==> config.mk <==
export PLATFORM = sky130hd
export DESIGN_NAME = stego_decoder
export DESIGN_NICKNAME = d
export VERILOG_FILES = /design/src/rtl/stego_pkg.sv /design/src/rtl/emd27_digit.sv /design/src/rtl/stego_decoder.sv
export SDC_FILE = /design/constraint.sdc
export NUM_CORES = 1
export LEC_CHECK = 0
export CAP_MARGIN = 0
export CORE_MARGIN = 8
export CORE_UTILIZATION = 45
export CTS_CLUSTER_DIAMETER = 60
export DETAILED_ROUTE_END_ITERATION = 10
export PLACE_DENSITY_LB_ADDON = 0.15
export SLEW_MARGIN = 20
export SYNTH_ARGS = -nofsm -noshare
export SYNTH_HDL_FRONTEND = slang
export SYNTH_SLANG_ARGS = --single-unit
==> constraint.sdc <==
create_clock -name clk -period 4.59 [get_ports clk]
set_input_delay 0.459 -clock clk [delete_from_list [all_inputs] [get_ports clk]]
set_output_delay 0.459 -clock clk [all_outputs]
set_load 0.02 [all_outputs]
==> src/rtl/stego_pkg.sv <==
// Shared steganography constants and types for the decoder and embedding processor.
package stego_pkg;

  localparam int unsigned STEGO_BASE       = 27;
  localparam int unsigned STEGO_GROUP      = 3;
  localparam int unsigned STEGO_NIBBLE_MAX = 15;
  localparam int unsigned STEGO_LEN_BYTES  = 2;

  typedef enum logic [3:0] {
    StIdle,
    StRdReq,
    StRdCap,
    StCalc,
    StMod,
    StPack,
    StWrite,
    StCheck,
    StDone
  } dec_state_e;

  typedef enum logic [1:0] {
    PhHeader,
    PhPayload,
    PhCheck
  } phase_e;

endpackage

==> src/rtl/emd27_digit.sv <==
// Two-stage registered triplet-to-digit calculator: sum = p0 + 3*p1 + 9*p2, then sum mod 27.
module emd27_digit
  import stego_pkg::*;
(
  input  logic       clk,
  input  logic       rst_n,
  input  logic       calc_en,
  input  logic       mod_en,
  input  logic [7:0] p0,
  input  logic [7:0] p1,
  input  logic [7:0] p2,
  output logic [4:0] digit
);

  logic [11:0] sum_q;

  always_ff @(posedge clk) begin
    if (!rst_n) begin
      sum_q <= '0;
      digit <= '0;
    end else begin
      if (calc_en) sum_q <= {4'd0, p0} + 12'd3 * {4'd0, p1} + 12'd9 * {4'd0, p2};
      if (mod_en)  digit <= 5'(sum_q % 12'(STEGO_BASE));
    end
  end

endmodule

==> src/rtl/stego_decoder.sv <==
// Stego extraction engine: pixel triplets -> base-27 nibbles -> length header + payload bytes.
// STEGO_DEC_CHECKSUM_EN adds a trailing XOR checksum byte that drives chk_err.
module stego_decoder
  import stego_pkg::*;
#(
  parameter int unsigned FF_DATA_WIDTH = 8
) (
  input  logic                     clk,
  input  logic                     rst_n,
  input  logic                     start,
  input  logic [FF_DATA_WIDTH-1:0] ff_pixel_data,
  input  logic                     ff_pixel_empty,
  output logic                     ff_pixel_rd,
  input  logic                     ff_full,
  output logic [FF_DATA_WIDTH-1:0] ff_data,
  output logic                     ff_wr,
  output logic                     busy,
  output logic                     done,
  output logic [15:0]              len_out,
  output logic                     digit_err,
  output logic                     chk_err
);

`ifdef STEGO_DEC_CHECKSUM_EN
  localparam dec_state_e AfterPayload = StRdReq;
`else
  localparam dec_state_e AfterPayload = StDone;
`endif

  dec_state_e state;
  phase_e     phase;
  logic [1:0] idx;
  logic       nib_flag;
  logic       hdr_cnt;
  logic [7:0] pix0, pix1, pix2;
  logic [7:0] byte_q;
  logic [15:0] byte_cnt;
  logic [4:0] digit;
  logic [7:0] full_byte;
  logic [15:0] cnt_next;

  assign full_byte = {byte_q[7:4], digit[3:0]};
  assign cnt_next  = byte_cnt + 16'd1;

  // Read strobe is combinational so the FIFO's next-cycle data lands exactly in RD_CAP.
  assign ff_pixel_rd = rst_n && (state == StRdReq) && !ff_pixel_empty;

  emd27_digit u_digit (
    .clk     (clk),
    .rst_n   (rst_n),
    .calc_en (state == StCalc),
    .mod_en  (state == StMod),
    .p0      (pix0),
    .p1      (pix1),
    .p2      (pix2),
    .digit   (digit)
  );

  always_ff @(posedge clk) begin
    if (!rst_n) begin
      state     <= StIdle;
      phase     <= PhHeader;
      idx       <= '0;
      nib_flag  <= 1'b0;
      hdr_cnt   <= 1'b0;
      pix0      <= '0;
      pix1      <= '0;
      pix2      <= '0;
      byte_q    <= '0;
      byte_cnt  <= '0;
      ff_wr     <= 1'b0;
      ff_data   <= '0;
      busy      <= 1'b0;
      done      <= 1'b0;
      len_out   <= '0;
      digit_err <= 1'b0;
    end else begin
      ff_wr <= 1'b0;
      done  <= 1'b0;
      unique case (state)
        StIdle: if (start) begin
          idx       <= '0;
          nib_flag  <= 1'b0;
          hdr_cnt   <= 1'b0;
          byte_cnt  <= '0;
          len_out   <= '0;
          digit_err <= 1'b0;
          phase     <= PhHeader;
          busy      <= 1'b1;
          state     <= StRdReq;
        end
        StRdReq: if (!ff_pixel_empty) state <= StRdCap;
        StRdCap: begin
          if (idx == 2'd0)      pix0 <= ff_pixel_data[7:0];
          else if (idx == 2'd1) pix1 <= ff_pixel_data[7:0];
          else                  pix2 <= ff_pixel_data[7:0];
          if (idx == 2'(STEGO_GROUP - 1)) begin
            idx   <= '0;
            state <= StCalc;
          end else begin
            idx   <= idx + 2'd1;
            state <= StRdReq;
          end
        end
        StCalc: state <= StMod;
        StMod:  state <= StPack;
        StPack: begin
          if (digit > 5'(STEGO_NIBBLE_MAX)) digit_err <= 1'b1;
          if (!nib_flag) begin
            byte_q[7:4] <= digit[3:0];
            nib_flag    <= 1'b1;
            state       <= StRdReq;
          end else begin
            nib_flag <= 1'b0;
            byte_q   <= full_byte;
            unique case (phase)
              PhHeader: begin
                if (!hdr_cnt) begin
                  len_out[15:8] <= full_byte;
                  hdr_cnt       <= 1'b1;
                  state         <= StRdReq;
                end else begin
                  len_out[7:0] <= full_byte;
                  if ({len_out[15:8], full_byte} == 16'd0) begin
                    phase <= PhCheck;
                    state <= AfterPayload;
                  end else begin
                    phase <= PhPayload;
                    state <= StRdReq;
                  end
                end
              end
              PhPayload: state <= StWrite;
              default:   state <= StCheck;
            endcase
          end
        end
        StWrite: if (!ff_full) begin
          ff_wr    <= 1'b1;
          ff_data  <= FF_DATA_WIDTH'(byte_q);
          byte_cnt <= cnt_next;
          if (cnt_next == len_out) begin
            phase <= PhCheck;
            state <= AfterPayload;
          end else begin
            state <= StRdReq;
          end
        end
        StCheck: state <= StDone;
        StDone: begin
          done  <= 1'b1;
          busy  <= 1'b0;
          state <= StIdle;
        end
        default: state <= StIdle;
      endcase
    end
  end

`ifdef STEGO_DEC_CHECKSUM_EN
  logic [7:0] xor_q;

  always_ff @(posedge clk) begin
    if (!rst_n) begin
      xor_q   <= '0;
      chk_err <= 1'b0;
    end else if (state == StIdle && start) begin
      xor_q   <= '0;
      chk_err <= 1'b0;
    end else if (state == StWrite && !ff_full) begin
      xor_q <= xor_q ^ byte_q;
    end else if (state == StCheck && byte_q != xor_q) begin
      chk_err <= 1'b1;
    end
  end
`else
  assign chk_err = 1'b0;
`endif

endmodule
==> flow_metrics.env <==
export IMPL_ys_ff_latch=103
export IMPL_failed_checks="negative setup slack"
export IMPL_synth_ff_type="dfxtp_1"
export IMPL_io_buffer_count=41
export IMPL_syn_avg_cell_area_sq_um=7.899
export IMPL_powerDensity_nw_per_um2=201.3
export IMPL_grt_ovfl_total=0
export IMPL_hpwl_um=13900
export IMPL_hold_slack_ps=458.5
export IMPL_p_leak_nw=3.912
export IMPL_worst_slew_pin_slew_ps=1016
export IMPL_antenna_cells=0
export IMPL_clk_pin_slew_worst_paths_ps=70
export IMPL_final_max_slew_viol_count=0
export IMPL_routedWlPerCell_um=15.40
export IMPL_setup_viol=5
export IMPL_power_mw=1.918
export IMPL_async_flop_share_pct=0
export IMPL_route_detailed_drc=0
export IMPL_ctsHoldBuffers=0
export IMPL_min_period_over_period_pct=107.3
export IMPL_arrival_ps=5190
export IMPL_ios=43
export IMPL_hold_path_class="reg2reg"
export IMPL_final_util_pct=60.20
export IMPL_register_area_sq_um=2085
export IMPL_clock_sinks=103
export IMPL_htreeDepth=3
export IMPL_antenna_found_initial=0
export IMPL_start_kind="flip-flop"
export IMPL_std_cell_rows=46
export IMPL_areaGrowthSynthToFinish_pct=31.68
export IMPL_core_sq_um=15830
export IMPL_firstDrtPassIters=5
export IMPL_cts_root_buffer="clkbuf_16"
export IMPL_multiInputGateArea_sq_um=5274
export IMPL_vdd_drop_max_mv=0.1612
export IMPL_cts_buffer_depth=2
export IMPL_cp_required_ps=4860
export IMPL_synth_area_leaders="dfxtp_1 28%, a21oi_1 5.7%, ha_1 5.5%, nand2_1 5.2%, nor2_1 4.7%"
export IMPL_synth_edf_count=0
export IMPL_vias_per_cell=5.570
export IMPL_placed_area_sq_um=8622
export IMPL_hold_viol=0
export IMPL_setup_slack_ps=-333.2
export IMPL_skew_ps=9.354
export IMPL_syn_nets=975
export IMPL_critPathKind="reg2reg"
export IMPL_gp_congestion=0.8491
export IMPL_max_freq_mhz=203.1
export IMPL_syn_inst=916
export IMPL_endpoint_kind="flip-flop"
export IMPL_worstSkewPairLatency_ps=350
export IMPL_final_cell_area_sq_um=9528
export IMPL_cap_violations=0
export IMPL_cp_max_fo=7
export IMPL_vias=7090
export IMPL_pre_cts_slack_ps=-571.4
export IMPL_grt_pass1_wl_um=32230
export IMPL_yosys_area_top_type="dfxtp_1"
export IMPL_grt_pass1_vias=6563
export IMPL_drtIter0Drc=441
export IMPL_yosysSeqAreaShare_pct=28.50
export IMPL_ant_nets=0
export IMPL_mappedNetlistArea_sq_um=7236
export IMPL_layout_nets=1112
export IMPL_r2r_slack_ps=-330
export IMPL_initial_core_util_pct=45.72
export IMPL_grt_use_total_pct=18.94
export IMPL_maxSlewHeadroom_pct=32.30
export IMPL_rsz0062_at_grt="yes"
export IMPL_yosys_area_top_type_share_pct=28.50
export IMPL_final_layout_size_suffix_gt1_share_pct=22.71
export IMPL_die_h_um=142.8
export IMPL_wl_um=19600
export IMPL_die_area_sq_um=20390
export IMPL_nFillCells=1438
export IMPL_numCtsBuffers=9
export IMPL_fin_crit_ps=4923
export IMPL_yosysWarningCount=0
export IMPL_cts_tree="done"
export IMPL_status="finished with violations"
export IMPL_ys_types=85
export IMPL_die_w_um=142.8
export IMPL_grt_max_degree=97
[state kept, by name, indices dropped and copies added, names as in the netlist, 8 cells and up]
name and cells:
u_digit.sum_q 12, pix0 8, ff_data 8, pix2 8, byte_cnt 16, byte_q 8
len_out 16, pix1 8
[Yosys cell counts (all sizes together) (16+ instances only)]
cell / n
nand3: 43
a211oi: 16
xnor2: 30
inv: 24
buf: 20
xor2: 20
a21oi: 85
ha: 32
nor2: 91
o21ai: 43
nor3: 21
nand2: 100
clkbuf: 32
mux2i: 27
dfxtp: 103
[critical path, stage by stage, from the launching register on]
cell	delay, ps
dfxtp_4	390
buf_6	130
nand4b_1	150
a21oi_4	90
or3_4	420
a211o_4	370
or3_4	390
and2_1	200
a32o_1	240
a211o_1	260
or2_4	270
or4_4	410
o311a_4	150
o21ai_4	190
xor2_2	190
ha_2	210
inv_2	50
a21bo_4	220
or4_1	390
a31oi_1	130
[what timing repair did]
item,CTS,global route
setup buffers,17,10
cloned,0,1
gates resized for setup,70,34
setup endpoints to repair,5,5
pin swaps,23,24
[cell type report]
class	instances	share of cell area (%)
multi-input cells	736	55.35
clock inverters	4	0.5778
repair buffers	178	15.82
inverters	25	0.9849
clock buffers	11	2.548
well taps	216	2.837
flip-flops and latches	103	21.88
[metrics by stage]
step / cells / setup TNS [ps]
after floorplan: 916 / -642.6
after global placement: 1231 / -1829
after detailed placement: 1231 / -2334
after CTS: 1263 / -880.6
after global routing: 1273 / -2041
final: 1273 / -1189
[power breakdown]
group          internal, mW  switching (mW)  leakage, nW
clock                 0.438           0.336        0.142
combinational        0.0947           0.133         2.93
sequential            0.900          0.0161        0.835
total                  1.43           0.485         3.91
[path summary, 6_finish.rpt]
| kind | from | end | depth (start not counted) |
|---|---|---|---|
| worst min register to register | ff_data[2] | ff_data[2] | 2 |
| worst min-delay path | ff_data[2] | ff_data[2] | 2 |
| worst max-delay path | u_digit.sum_q[8] | u_digit.digit[0] | 19 |
| worst max register to register | u_digit.sum_q[8] | u_digit.digit[0] | 19 |
[kinds of logic after synthesis]
logic type	count (synthesis)	synth area share (%)
AOI/OAI and AO/OA	267	24.45
xor gates and xnor gates	50	6.052
adders and majority gates	46	9.407
buffers and inverters	77	4.721
DFF	103	28.50
muxes	30	4.202
other	1	0.05183
and+or+nand+nor	342	22.62
[placed cells by master, fill, tap and decap left out, types with 6 or more instances in the layout]
cell             synthesis  routed
buf_4                    7     120
dfxtp_1                103      97
nand2_1                100      96
nor2_1                  91      90
a21oi_1                 83      80
nand3_1                 43      41
clkdlybuf4s50_1          0      41
xnor2_1                 30      30
ha_1                    32      30
o21ai_0                 34      28
mux2i_1                 27      26
inv_1                   23      21
nor3_1                  21      20
xor2_1                  20      19
a21o_1                  15      15
fa_1                    14      14
buf_6                    2      13
a211oi_1                16      12
a31oi_1                 13      11
and3_1                  13      11
o211ai_1                10      10
nand4_1                 10      10
nor4_1                  10      10
clkbuf_16                0       9
a22oi_1                  9       8
o21a_1                   9       7
o21ai_1                  8       7
and2_1                   8       7
nand2b_1                 7       7
o21bai_1                 6       6
dfxtp_4                  0       6
[per-layer routing]
metal / vias up / wire length, um / global-route usage (%)
met5: - / 0 / 0
met4: 0 / 257 / 5.481
met3: 20 / 585 / 1.937
met2: 140 / 8931 / 29.26
met1: 3315 / 9826 / 27.19
li1: 3615 / - / -
Power figures use the tool's default switching activity.
